<file path="src/rtl/sha3_pkg.sv">
// sha3_pkg: constants and types shared by the SHA3 padder and its helpers.
//   RATE_WORDS      32-bit words per absorb block (576-bit rate, SHA3-512)
//   DOMAIN_BYTE     SHA3 domain-separation byte appended after the message
//   FINAL_BIT_MASK  bit ORed into the last byte of the final padded block
//   pad_state_t     padder control states
package sha3_pkg;

  localparam int         RATE_WORDS     = 18;
  localparam logic [7:0] DOMAIN_BYTE    = 8'h06;
  localparam logic [7:0] FINAL_BIT_MASK = 8'h80;

  typedef enum logic [1:0] {
    ABSORB    = 2'd0,
    PAD       = 2'd1,
    FULL      = 2'd2,
    FULL_LAST = 2'd3
  } pad_state_t;

endpackage

</file>
<file path="src/rtl/sha3_pad_word.sv">
// sha3_pad_word: combinational formatter for the word written into the block
// buffer on each shift.
//   in          raw message word, byte 0 in in[31:24]
//   byte_num    valid bytes in the final word (0..3)
//   is_last     in is the final message word
//   pad_active  padder is filling the block with zero words
//   word        word to store
module sha3_pad_word
  import sha3_pkg::*;
(
  input  logic [31:0] in,
  input  logic [1:0]  byte_num,
  input  logic        is_last,
  input  logic        pad_active,
  output logic [31:0] word
);

  // Padding fill wins over everything; a final word keeps its valid bytes,
  // gets the domain byte right after them and zeros below.
  always_comb begin
    word = in;
    if (pad_active) begin
      word = '0;
    end else if (is_last) begin
      case (byte_num)
        2'd0:    word = {DOMAIN_BYTE, 24'h000000};
        2'd1:    word = {in[31:24], DOMAIN_BYTE, 16'h0000};
        2'd2:    word = {in[31:16], DOMAIN_BYTE, 8'h00};
        default: word = {in[31:8], DOMAIN_BYTE};
      endcase
    end
  end

endmodule

</file>
<file path="src/rtl/sha3_padder.sv">
// sha3_padder: collects 32-bit message words into a RATE_WORDS-word block,
// applies SHA3 padding (0x06 ... 0x80) after the final word and hands the
// block to the permutation core.
//   clk          rising-edge clock
//   reset        asynchronous active-low reset
//   in           message word, byte 0 in in[31:24]
//   in_ready     in is valid this cycle
//   is_last      in is the final message word
//   byte_num     valid bytes in the final word (0..3)
//   buffer_full  block buffer full, upstream must hold off
//   out          padded block, word 0 in the top 32 bits
//   out_ready    out holds a complete block
//   f_ack        permutation core has consumed out
module sha3_padder
  import sha3_pkg::*;
#(
  parameter int RATE_WORDS = sha3_pkg::RATE_WORDS
) (
  input  logic                    clk,
  input  logic                    reset,
  input  logic [31:0]             in,
  input  logic                    in_ready,
  input  logic                    is_last,
  input  logic [1:0]              byte_num,
  output logic                    buffer_full,
  output logic [32*RATE_WORDS-1:0] out,
  output logic                    out_ready,
  input  logic                    f_ack
);

  localparam int         OUT_W    = 32 * RATE_WORDS;
  localparam logic [4:0] LAST_IDX = 5'(RATE_WORDS - 1);

  pad_state_t       state, state_next;
  logic [4:0]       count;
  logic             pad_flag;
  logic [OUT_W-1:0] buffer;

  logic        accept_word;
  logic        accept_last;
  logic        shift_en;
  logic        final_word;
  logic        block_done;
  logic [31:0] fmt_word;
  logic [31:0] store_word;

  assign accept_word = (state == ABSORB) && in_ready;
  assign accept_last = accept_word && is_last;
  assign shift_en    = accept_word || (state == PAD);
  assign block_done  = (state == FULL) || (state == FULL_LAST);

  // The word that closes a padded block carries the trailing 0x80 bit; when
  // the final message word itself closes the block this merges with 0x06.
  assign final_word = shift_en && (count == LAST_IDX) &&
                      (accept_last || ((state == PAD) && pad_flag));
  assign store_word = final_word ? (fmt_word | {24'h000000, FINAL_BIT_MASK})
                                 : fmt_word;

  sha3_pad_word u_pad_word (
    .in         (in),
    .byte_num   (byte_num),
    .is_last    (is_last),
    .pad_active (state == PAD),
    .word       (fmt_word)
  );

  // Next-state logic: a block closes on the word that brings the counter to
  // RATE_WORDS; full states wait for the core's acknowledge.
  always_comb begin
    state_next = state;
    case (state)
      ABSORB: begin
        if (in_ready) begin
          if (count == LAST_IDX) begin
            state_next = is_last ? FULL_LAST : FULL;
          end else if (is_last) begin
            state_next = PAD;
          end
        end
      end
      PAD: begin
        if (count == LAST_IDX) begin
          state_next = pad_flag ? FULL_LAST : FULL;
        end
      end
      FULL, FULL_LAST: begin
        if (f_ack) begin
          state_next = ABSORB;
        end
      end
      default: state_next = ABSORB;
    endcase
  end

  // State, word counter, padding flag and the shifting block buffer.
  always_ff @(posedge clk or negedge reset) begin
    if (!reset) begin
      state    <= ABSORB;
      count    <= '0;
      pad_flag <= 1'b0;
      buffer   <= '0;
    end else begin
      state <= state_next;
      if (shift_en) begin
        buffer <= {buffer[OUT_W-33:0], store_word};
        count  <= count + 5'd1;
      end else if (block_done && f_ack) begin
        count <= '0;
      end
      if (accept_last) begin
        pad_flag <= 1'b1;
      end else if ((state == FULL_LAST) && f_ack) begin
        pad_flag <= 1'b0;
      end
    end
  end

  assign buffer_full = block_done;
  assign out_ready   = block_done;
  assign out         = buffer;

endmodule

</file>
<file path="config.mk">
export PLATFORM = sky130hd
export DESIGN_NAME = sha3_padder
export DESIGN_NICKNAME = d
export VERILOG_FILES = /design/src/rtl/sha3_pkg.sv /design/src/rtl/sha3_pad_word.sv /design/src/rtl/sha3_padder.sv
export SDC_FILE = /design/constraint.sdc
export NUM_CORES = 1
export LEC_CHECK = 0
export CORE_AREA = 5 5 237 239
export CTS_BUF_LIST = sky130_fd_sc_hd__clkbuf_8
export DETAILED_ROUTE_END_ITERATION = 6
export DIE_AREA = 0 0 242 244
export PLACE_DENSITY = 0.71
export SLEW_MARGIN = 0
export SYNTH_ARGS = -nofsm -noshare
export SYNTH_HDL_FRONTEND = slang
export SYNTH_SLANG_ARGS = --single-unit
</file>
<file path="constraint.sdc">
create_clock -name clk -period 3.5 [get_ports clk]
set_input_delay 0.525 -clock clk [delete_from_list [all_inputs] [get_ports clk]]
set_output_delay 0.525 -clock clk [all_outputs]
set_load 0.1 [all_outputs]
</file>
==> flow_metrics.py <==
metrics = {
    "status": {
        "outcome": "finished, final reports clean",
    },
    "layout": {
        "fin_nets": 3111,
        "fillCellCount": 4647,
        "syn_to_final_growth_pct": 39.04,
        "final_cell_mix": "nand2_1, dfrtp_1, clkdlybuf4s50_1",
        "final_common_cell": "nand2_1",
        "drive_above_1_share": 0.07496,
    },
    "floorplan": {
        "die_h_um": 244,
        "die_w_um": 242,
        "rows": 85,
        "die_area_mm2": 0.05905,
        "start_util": 0.4138,
        "core_mm2": 0.05360,
        "num_io_pins": 617,
    },
    "global_route": {
        "grt_max_degree": 157,
        "grt_pass1_wl_um": 114900,
        "grt_use_total": 0.2479,
        "grt_remaining_overflow": 0,
        "grt_pass1_vias": 19016,
        "antenna_found_initial": 2,
    },
    "critical_path": {
        "cp.arrival_ns": 2.38,
        "path_max_fanout": 3,
        "worstSetupPathType": "register to output pin",
        "reg2reg_from": "state[0]$_DFFE_PN0P_",
        "cpPeakStageDelay_ns": 1.20,
        "ff2ff_setup_slack_ns": 1.55,
        "cp_cell_sequence": "clkdlybuf4s50_1",
        "regToRegEndpoint": "out[203]$_DFFE_PN0P_",
        "reg2reg_depth": 5,
        "crit_family": "buffers and inverters",
        "worstSetupEndpointType": "output pin",
        "cpMaxStageDelayCell": "clkdlybuf4s50_1",
        "required_ns": 2.97,
        "cp_num_buf_inv": 1,
        "cp-start-kind": "register",
    },
    "synthesis": {
        "netlist_top_cells_area": "dfrtp_1, nand2_1, buf_4",
        "syn_nets": 2487,
        "synthCells": 2446,
        "synth_top_area_share": 0.6588,
        "ys_warn_count": 0,
        "synth_area_leader_cell": "dfrtp_1",
        "postSynthAreaPerCell_um2": 9.069,
        "ys_types": 36,
        "ys_ff_latch": 584,
        "syn_area_mm2": 0.02218,
        "ys_seq_area_frac": 0.6588,
    },
    "cts": {
        "numClockSinks": 584,
        "cts.clk_slew.worst_paths_ns": 0.06,
        "cts_tree": "built",
        "root_buffer": "clkbuf_8",
        "cts_made_buffers": 96,
        "cts_setup_buffers": 0,
        "clkLatencyLatePin_ns": 0.67,
        "cts-htree-levels": 3,
        "cts_buffer_depth": 3,
    },
    "worst_hold_path": {
        "hold_path_class": "primary input to register",
        "holdPathEnd": "out[3]$_DFFE_PN0P_",
        "hold_start": "in[3]",
        "worstHoldPathCells": 2,
    },
    "sta": {
        "relSlewSlack": 0.2704,
        "fin_crit_sh": 0.8288,
        "tns_ns": 0,
        "fin_crit_ns": 2.901,
        "setup_viol": 0,
        "finalMaxSlewViolations": 0,
        "worstMarginPinSlew_ns": 1.091,
        "finalHoldViolCount": 0,
        "rsz0062_at_grt": "false",
        "clock.fmax_mhz": 344.7,
        "finClkSkew_ns": 0.03303,
    },
    "detailed_routing": {
        "first_pass_iters": 5,
        "wire_per_inst_um": 19.56,
        "drtIter0Drc": 1463,
        "vias": 18645,
        "wirelength_um": 74950,
        "drcViolationCount": 0,
        "vias_per_cell": 4.866,
        "ant_nets": 0,
    },
    "placed_design": {
        "place.gp.congestion": 0.9178,
        "dp_hpwl_um": 54770,
        "portBuffers": 616,
    },
    "job": {
        "maxCapViolations": 0,
    },
}
cells in the mapped netlist:
| cell type | instances |
|---|---|
| buf_6 | 1 |
| o21bai_2 | 1 |
| or2_2 | 2 |
| o21ai_0 | 11 |
| mux2_1 | 1 |
| buf_4 | 58 |
| a21oi_1 | 4 |
| nand4bb_1 | 1 |
| o31ai_1 | 4 |
| ha_1 | 2 |
| or3b_1 | 1 |
| o21ba_2 | 1 |
| buf_2 | 35 |
| clkbuf_2 | 1 |
| nand3b_1 | 2 |
| dfrtp_1 | 584 |
| nor3_1 | 1 |
| a22o_1 | 24 |
| nor2_1 | 5 |
| o32a_1 | 1 |
| o311ai_0 | 1 |
| a2bb2oi_1 | 1 |
| clkbuf_1 | 37 |
| nor2_2 | 2 |
| a21o_1 | 1 |
| nand2_1 | 1642 |
| o22ai_1 | 1 |
| xor2_1 | 1 |
| nor2_4 | 1 |
| nand2b_1 | 1 |
| nor2b_1 | 3 |
| inv_1 | 6 |
| mux2i_1 | 2 |
| a21oi_4 | 1 |
| nand3_1 | 5 |
| nor3b_2 | 1 |
through the flow:
| stage | std cells | util | hold slack, ns | instance area (µm²) | worst slack [ns] |
|---|---|---|---|---|---|
| after global routing | 3832 | 0.5754 | 0.4245 | 30840 | 0.5007 |
| after detailed placement | 3667 | 0.5391 | 0.4618 | 28900 | 0.9752 |
| after floorplan | 2446 | - | 0.2294 | 22180 | 1.058 |
| after CTS | 3831 | 0.5754 | 0.3825 | 30840 | 0.5059 |
| final | 3832 | 0.5754 | 0.4533 | 30840 | 0.5992 |
| after global placement | 3667 | 0.5391 | 0.4572 | 28900 | 1.015 |
final cells by class:
class	instances	area [µm²]	area share
inverter	6	22.52	0.0007302
clock inverter	39	227.7	0.007383
sequential	584	14610	0.4738
tap	696	870.8	0.02824
multi-input combinational	1724	6794	0.2203
timing repair buffer	658	6604	0.2141
clock buffer	124	1707	0.05533
antenna	1	2.502	0.00008114
flip-flops by register name, summed over array words and instances, names as in the netlist:
signal,flops
out,576
count,5
pad_flag,1
state,2
worst max path at each step:
stage                                     from              endpoint  slack [ns]  cells after the start
after global routing      out[257]$_DFFE_PN0P_              out[257]        0.50                      1
after floorplan           state[1]$_DFFE_PN0P_             out_ready        1.06                      3
final                     out[289]$_DFFE_PN0P_              out[289]        0.60                      1
after detailed placement              in_ready  out[203]$_DFFE_PN0P_        0.98                      6
after CTS                 out[289]$_DFFE_PN0P_              out[289]        0.51                      1
after global placement                in_ready  out[200]$_DFFE_PN0P_        1.02                      6
worst register-to-register path, stage by stage (launching register included):
cell,delay (ns)
dfrtp_1,0.61
o21ba_4,0.45
buf_12,0.27
buf_4,0.36
nand2_1,0.11
nand2_1,0.07
per-layer routing:
layer | track usage | routed length (µm)
met5 | 0 | 13
met4 | 0.09785 | 2767
met3 | 0.09282 | 7432
met2 | 0.4004 | 35580
met1 | 0.3046 | 29160
cell families (layout without fill, tap and decap cells):
logic type	after synthesis	count (layout)	synth area share
AO/OA/AOI/OAI	51	51	0.01777
XOR/XNOR	1	1	0.0003949
adder cells (fa/ha/maj)	2	2	0.001128
buffers and inverters	138	827	0.03553
flip-flops	584	584	0.6588
multiplexers	3	3	0.001410
other	0	1	0
AND/OR/NAND/NOR	1667	1667	0.2850
repair_timing:
action | 4_1_cts | 5_1_grt
endpoints found under the setup margin | 0 | 0
gates resized for setup | 0 | 0
hold endpoints to repair | 72 | 0
hold buffers | 1 | 0
Power is left out: the tool's default activity adds up to more than one toggle a clock period on the data nets, which glitch-free logic cannot reach.
